===== config.mk =====
export PLATFORM = sky130hd
export DESIGN_NAME = instr_fetch_unit
export DESIGN_NICKNAME = d
export VERILOG_FILES = /design/src/rtl/instr_fetch_unit.sv
export SDC_FILE = /design/constraint.sdc
export NUM_CORES = 1
export LEC_CHECK = 0
export ABC_AREA = 1
export CORE_MARGIN = 1.5
export CORE_UTILIZATION = 45
export CTS_CLUSTER_SIZE = 30
export DETAILED_ROUTE_END_ITERATION = 8
export HOLD_SLACK_MARGIN = 0.08
export PLACE_DENSITY = 0.79
export RECOVER_POWER = 25
export SLEW_MARGIN = 10
export SYNTH_ARGS = -nofsm -noshare
export SYNTH_HDL_FRONTEND = slang
export SYNTH_SLANG_ARGS = --single-unit

===== constraint.sdc =====
create_clock -name clk -period 6.2 [get_ports clk]
set_input_delay 0.93 -clock clk [delete_from_list [all_inputs] [get_ports clk]]
set_output_delay 0.93 -clock clk [all_outputs]
set_load 0.02 [all_outputs]

===== src/rtl/instr_fetch_unit.sv =====
// instr_fetch_unit: program counter, instruction memory fetch and instruction buffer feeding execute.
// Define IFU_PREFETCH_EN for a two-entry buffer that overlaps the next request with the current response.
module instr_fetch_unit #(
    parameter int ADDR_W = 16,
    parameter int INSTR_W = 32,
    parameter logic [ADDR_W-1:0] RESET_PC = '0,
    parameter logic [4:0] HALT_OP = 5'b11111
) (
    input  logic               clk,
    input  logic               rst,
    input  logic               run,
    output logic               imem_req_valid,
    input  logic               imem_req_ready,
    output logic [ADDR_W-1:0]  imem_req_addr,
    input  logic               imem_rsp_valid,
    input  logic [INSTR_W-1:0] imem_rsp_data,
    input  logic               redir_valid,
    input  logic [ADDR_W-1:0]  redir_pc,
    output logic               ir_valid,
    input  logic               ir_ready,
    output logic [INSTR_W-1:0] ir_data,
    output logic [ADDR_W-1:0]  ir_pc,
    output logic               halted
);
`ifdef IFU_PREFETCH_EN
    localparam logic [1:0] BUF_DEPTH = 2'd2;
`else
    localparam logic [1:0] BUF_DEPTH = 2'd1;
`endif

    typedef enum logic [1:0] {IDLE, REQ, WAIT, HALT} state_t;

    state_t state, state_n;
    logic [ADDR_W-1:0] pc;
    logic [INSTR_W-1:0] fifo_data [2];
    logic [ADDR_W-1:0] fifo_pc [2];
    logic [1:0] count, cnt_next;
    logic discard, pop, push, halt_word, can_req, stale_after;

    assign ir_valid = count != 2'd0;
    assign ir_data = fifo_data[0];
    assign ir_pc = fifo_pc[0];
    assign pop = ir_valid && ir_ready;
    assign push = state == WAIT && imem_rsp_valid;
    assign halt_word = imem_rsp_data[INSTR_W-1 -: 5] == HALT_OP;
    assign cnt_next = count + {1'b0, push} - {1'b0, pop};
    // A stale response still in flight blocks new requests so only one is ever outstanding.
    assign can_req = run && !redir_valid && cnt_next < BUF_DEPTH && !(discard && !imem_rsp_valid);
    // A response that will still arrive after this edge must be thrown away.
    assign stale_after = ((state == WAIT || discard) && !imem_rsp_valid) || (imem_req_valid && imem_req_ready);

    // Next-state and request channel; in WAIT the next request overlaps the arriving response.
    always_comb begin
        state_n = state;
        imem_req_valid = 1'b0;
        imem_req_addr = pc;
        case (state)
            IDLE: state_n = can_req ? REQ : IDLE;
            REQ: begin
                imem_req_valid = 1'b1;
                state_n = imem_req_ready ? WAIT : REQ;
            end
            WAIT: if (imem_rsp_valid) begin
                imem_req_valid = can_req && !halt_word;
                state_n = halt_word ? HALT : !can_req ? IDLE : imem_req_ready ? WAIT : REQ;
            end
            default: state_n = state;
        endcase
        if (redir_valid) state_n = (state == REQ && !imem_req_ready) ? REQ : IDLE;
    end

    // State, program counter, stale-response flag and halted status.
    always_ff @(posedge clk) begin
        if (rst) begin
            state <= IDLE;
            pc <= RESET_PC;
            discard <= stale_after;
            halted <= 1'b0;
        end else begin
            state <= state_n;
            pc <= redir_valid ? redir_pc : (imem_req_valid && imem_req_ready) ? pc + ADDR_W'(1) : pc;
            discard <= redir_valid ? stale_after : discard && !imem_rsp_valid;
            halted <= redir_valid ? 1'b0 : halted || (pop && ir_data[INSTR_W-1 -: 5] == HALT_OP);
        end
    end

    // Shift-register instruction buffer; head is always entry 0, the PC of a push is the last accepted address.
    always_ff @(posedge clk) begin
        if (rst) begin
            count <= 2'd0;
            fifo_data <= '{default: '0};
            fifo_pc <= '{default: '0};
        end else if (redir_valid) begin
            count <= 2'd0;
        end else begin
            count <= cnt_next;
            if (pop) begin
                fifo_data[0] <= fifo_data[1];
                fifo_pc[0] <= fifo_pc[1];
            end
            if (push) begin
                fifo_data[count[0] ^ pop] <= imem_rsp_data;
                fifo_pc[count[0] ^ pop] <= pc - ADDR_W'(1);
            end
        end
    end
endmodule


==> metrics.md <==
| Metric | Value |
|---|---|
| WL/cell | 13.7 µm |
| Syn_area_per_cell | 6.91 µm² |
| Critical Path End Type | primary output |
| EDFF count, synth | 0 |
| Routed Antenna Nets | 0 |
| Die height | 121 µm |
| Post-CTS Resized | 0 |
| Final Setup Violations | 0 |
| Post-synth ARST share | 0% |
| Die ar. | 14600 µm² |
| CP required | 5.27 ns |
| Vias | 5917 |
| Synthesized cell area | 6260 µm² |
| Initial Util | between 40% and 50% |
| I/O Buffers | 121 |
| Syn nets | 967 |
| CP Data Arrival Time | 3.41 ns |
| Final Slew Violations | 0 |
| Post-CTS Setup Repair Bufs | 0 |
| Final total power | 0.00191 W |
| Antenna Cells | 0 |
| Max-cap violation count | 0 |
| Vias per cell | around 5.2 |
| Peak supply drop | 0.189 mV |
| CP max FO | 6 |
| Root Buffer Master | clkbuf_16 |
| Worst skew pair latency | 0.42 ns |
| Initial DRC Count | ~470 |
| Leakage | 3.09 nW |
| Synthesized instance count | between 900 and 1000 |
| Total GRT Usage | 22.0% |
| Reg clk slew, reported paths | 0.05 ns |
| CTS tree | yes |
| H-Tree Depth | 4 |
| Top FF cell, synth | dfxtp_1 |
| # DRC | 0 |
| Routed wire length | 15.6 mm |
| Final Skew | 0.00683 ns |
| Fill count | roughly 1200 |
| Most common cell after layout, fill and taps aside | nand2_1 |
| Max transition margin | 22.8% |
| Worst-Margin Slew | 1.16 ns |
| Final hold vios | 0 |
| Sequential share of the synthesized area | 37.7% |
| Initial antenna violation count | 0 |
| Cts bufs inserted | 17 |
| Synth Register Bits | around 120 |
| Yosys warning count | 0 |
| Fraction of layout cells with a size suffix above 1 | 5.20% |
| Max Fclk | around 230 MHz |
| Grt ovf | 0 |
| First-pass GRT wire length | approximately 26 mm |
| Vias in the first global route | roughly 5400 |
| Commonest cells after routing, fill and taps aside | nand2_1 (152), dfxtp_1 (118), nor2_1 (116), o21ai_0 (113), inv_1 (92) |
| Setup tns final | 0 ns |
| Cell variety after synth | 36 |
| HP Class | reg2reg |
| Core area | 13400 µm² |
| Rows | 42 |
| Outcome | completed |
| # hold bufs at CTS | 0 |
| Nets | 1010 |
| DRT Pass-1 Iters | 5 |
| Min Tclk post-route | about 4.3 ns |
| Unrepaired setup endpoints after global routing | no |
| Pin count of the biggest net entering global routing | 95 |
| Hpwl dp | roughly 10 mm |
| Maximum clock path buffer count | 2 |
| WS Path Type | in2out |
| Period utilization | 70.1% |
| Die W | 121 µm |
| GP Congestion | 0.892 |
| # IOs | 122 |
| Num Clock Sinks | 118 |
| Startpoint Class | primary input |
| P per Cell Area | 247 nW/µm² |
| Synthesis-to-finish area growth | 23.6% |
## worst paths after layout
check | slack, ns | endpoint | startpoint | cells past startpoint
hold / removal | 0.46 | discard$_DFF_P_ | discard$_DFF_P_ | 2
hold reg to reg | 0.46 | discard$_DFF_P_ | discard$_DFF_P_ | 2
setup reg to reg | 3.06 | ir_pc[9]$_SDFFE_PP0N_ | count[1]$_SDFF_PP0_ | 10
setup / recovery | 1.86 | imem_req_valid | ir_ready | 13
## metal layers
layer  track usage, %  up-vias  wire [µm]
li1                 -     3036          -
met4             8.97        0        285
met2             35.7      213       7100
met5                0        -          0
met1             27.9     2641       7190
met3             5.59       27       1060
## cell usage after synthesis, drive strengths merged, types with 2 or more instances
cell type  instances  area share, %
nor2             118            7.2
dfxtp            118             38
o211ai            45            5.4
o21bai             3           0.42
o31ai              2           0.24
nand2            154            9.3
o22ai             41            4.1
buf               67            7.3
nand4              5           0.50
o21ai            115            9.2
a21oi             23            1.8
xor2              16            2.2
nor3              12            1.1
inv               98            5.9
ha                 6            1.2
xnor2              3           0.42
clkbuf            35            2.1
nand3             38            3.1
## critical path, cell delays in order
cell and delay, ns:
clkdlybuf4s50_1 0.48, inv_1 0.08, nor2_4 0.11, inv_1 0.12, nand2_1 0.09, nand2_1 0.05, ha_1 0.29, nor3b_1 0.19
nand3_1 0.15, o21bai_2 0.19, inv_1 0.06, nor2_1 0.08, clkdlybuf4s50_1 0.60
## cell families (layout without fill, tap and decap cells)
group / Yosys count / in the layout / synth area share, %
adders and majority gates: 6 / 6 / 1.20
and+or+nand+nor: 330 / 330 / 21.6
AOI/OAI and AO/OA: 232 / 232 / 21.5
DFF: 118 / 118 / 37.7
xor gates and xnor gates: 19 / 19 / 2.66
buffers and inverters: 201 / 257 / 15.3
## layout make-up
| cell class | count | area (µm²) | share of cell area [%] |
|---|---|---|---|
| Timing Repair Buffer | 126 | 1250 | 16.1 |
| Multi-Input combinational cell | 587 | 2940 | 38.0 |
| Clock inverter | 12 | 128 | 1.65 |
| Tap cell | 176 | 220 | 2.84 |
| Sequential cell | 118 | 2360 | 30.5 |
| Inverter | 99 | 372 | 4.80 |
| Clock buffer | 20 | 467 | 6.03 |
## where the power goes
group,leakage (nW),switching [W],internal (W)
Combinational,1.86,0.0000916,0.0000684
Clock,0.272,0.000355,0.000620
Sequential,0.953,0.0000115,0.000765
Total,3.09,0.000458,0.00145
## per-stage QoR
stage	setup slack, ns	instance area (µm²)	hold slack, ns	utilization, %	instances
2_1_floorplan	2.91	6260	0.421	-	906
3_3_place_gp	1.91	7150	0.437	53.3	1106
3_5_place_dp	1.87	7150	0.443	53.3	1106
4_1_cts	1.86	7740	0.458	57.8	1138
5_1_grt	1.66	7740	0.495	57.8	1138
6_report	1.86	7740	0.458	57.8	1138
Power figures use the tool's default switching activity.
==> edit, RTL diff (same flow settings) <==
The parameter `INSTR_W` goes from 32 to 64.
--- a/src/rtl/instr_fetch_unit.sv
+++ b/src/rtl/instr_fetch_unit.sv
@@ -3,5 +3,5 @@
 module instr_fetch_unit #(
     parameter int ADDR_W = 16,
-    parameter int INSTR_W = 32,
+    parameter int INSTR_W = 64,
     parameter logic [ADDR_W-1:0] RESET_PC = '0,
     parameter logic [4:0] HALT_OP = 5'b11111
Ports: changed (resized imem_rsp_data and ir_data); port bits go from 122 to 186. No check against the original RTL was run, so the function may have changed too.
==> edit against the unedited design <==
Sequential cell count grew 64. Combinational power grew 33%. Total power increased by 30%. Routed wire length increased by 50%. Sequential power rose by 52%. Setup slack got worse by 73 ps. Cell area increased by 45%. Count of clock-buffer cells in the layout decreased by 2. Synthesized area grew 51%.
==> edit: results (changes against the unedited design) <==
| Metric | Value |
|---|---|
| GR Util met2 | `0.344 (was 0.357)` |
| Post-synth cell types | `39 (was 36)` |
| Peak supply drop | `0.175 mV (was 0.189 mV)` |
| Synthesis Warnings | `0 (unchanged)` |
| Largest net degree at the start of global routing | `85 (was 95)` |
| Number of buffers created by CTS | `17 (unchanged)` |
| Syn Nets | `1391 (was 967)` |
| Clock transition at path regs | `70 ps (was 50 ps)` |
| Register area share after synthesis | `0.386 (was 0.377)` |
| DR WL/cell | `14.5 µm (was 13.7 µm)` |
| Post-CTS Setup Inserts | `0 (unchanged)` |
| Cells after DPL | `1593 (was 1106)` |
| Crit path DAT | `3490 ps (was 3410 ps)` |
| GRT met1 Usage | `0.293 (was 0.279)` |
| Met3 GRT Util | `0.0441 (was 0.0559)` |
| CTS root buf | `clkbuf_16 (unchanged)` |
| FILL cells | `1903 (was 1233)` |
| DRT Pass-1 Iters | `5 (unchanged)` |
| Nets@finish | `1435 (was 1010)` |
| Routed WL | `23500 µm (was 15600 µm)` |
| Most common library cells after synthesis | `182 x dfxtp_1, 176 x nand2_1, 172 x nor2_1 (was 152 x nand2_1, 118 x dfxtp_1, 116 x nor2_1)` |
| Final GP Congestion | `0.836 (was 0.892)` |
| Global Route Usage Sum | `0.217 (was 0.220)` |
| CP max-delay cell | `clkdlybuf4s50_1 (unchanged)` |
| # diodes | `0 (unchanged)` |
| 1st-iter DRT viols | `610 (was 471)` |
| PortBufs | `185 (was 121)` |
| Min-delay worst type | `flip-flop to flip-flop (unchanged)` |
| Commonest register cell after synthesis | `dfxtp_1 (unchanged)` |
| Worst skew pair latency | `around 430 ps` |
| Hpwl dp | `15200 µm (was 9950 µm)` |
| Share of layout cells above drive strength 1 | `0.0635 (was 0.0520)` |
| Antenna violations before repair | `0 (unchanged)` |
| Cells after synthesis | `1298 (was 906)` |
| First-pass GRT wire length | `39000 µm (was 25700 µm)` |
| Pre-CTS setup slack | `1760 ps (was 1870 ps)` |
| Post-CTS sizing | `0 (unchanged)` |
| Vias in the first global route | `7899 (was 5438)` |
| Via/cell ratio | `5.30 (was 5.20)` |
| Synth area leaders | `dfxtp_1 39%, o21ai_0 7.2%, nand2_1 7.0% (was dfxtp_1 38%, nand2_1 9.1%, o21ai_0 9.0%)` |
| Post-synth ARST share | `0 (unchanged)` |
| Critical Path Fanout Max | `6 (unchanged)` |
| Clk buf depth | `2 (unchanged)` |
| Worst clock skew | `10.6 ps (was 6.83 ps)` |
| Status | `complete, no violations (unchanged)` |
| Leak Pwr | `4.13 nW (was 3.09 nW)` |
| H-tree depth | `4 (unchanged)` |
| CP peak stage delay | `600 ps (about the same)` |
| Worst Tran Pin Value | `1110 ps (was 1160 ps)` |
-- edit: worst paths after layout --
| kind | from | end | slack, ps | depth (start not counted) |
|---|---|---|---|---|
| max reg2reg | count[1]$_SDFF_PP0_ | ir_data[61]$_SDFFE_PP0N_ | 3150 | 11 |
| min | discard$_DFF_P_ | discard$_DFF_P_ | 450 | 2 |
| min reg2reg | discard$_DFF_P_ | discard$_DFF_P_ | 450 | 2 |
| max | ir_ready | imem_req_valid | 1780 | 13 |
-- edit: cell type report --
| class | instances | area share |
|---|---|---|
| Clock buffer | 18 | 0.0391 |
| Clock inverter | 14 | 0.0145 |
| Inverter | 131 | 0.0440 |
| Multi-Input combinational cell | 813 | 0.374 |
| Sequential cell | 182 | 0.324 |
| Tap cell | 270 | 0.0301 |
| Timing Repair Buffer | 197 | 0.174 |
-- edit: critical path: cells and delay by family --
kind,cells,cell delay (ps)
buffers and inverters,5,1380
and+or+nand+nor,6,730
adders and majority gates,1,280
AOI/OAI and AO/OA,1,160
-- edit: routing by layer --
metal,up-vias,part of all wire,wire length [µm]
li1,4314,-,-
met1,3961,0.45,10500
met2,309,0.46,10800
met3,36,0.075,1770
met4,0,0.020,472
met5,-,0,0
-- edit: power by group --
| part | switching, mW | internal (mW) | total (mW) |
|---|---|---|---|
| Sequential | 0.0112 | 1.17 | 1.18 |
| Combinational | 0.119 | 0.0946 | 0.213 |
| Clock | 0.507 | 0.585 | 1.09 |
-- edit: cells by family after synthesis --
group / share of synthesized area
flops: 0.386
simple gates: 0.190
fa+ha+maj: 0.00796
compound gates: 0.227
buf+inv: 0.168
xor+xnor: 0.0204
-- edit: through the flow --
stage                     instance area [µm²]  utilization
after floorplan                          9430            -
after global placement                  10600        0.522
after detailed placement                10600        0.522
after CTS                               11200        0.552
after global routing                    11200        0.552
final                                   11200        0.552
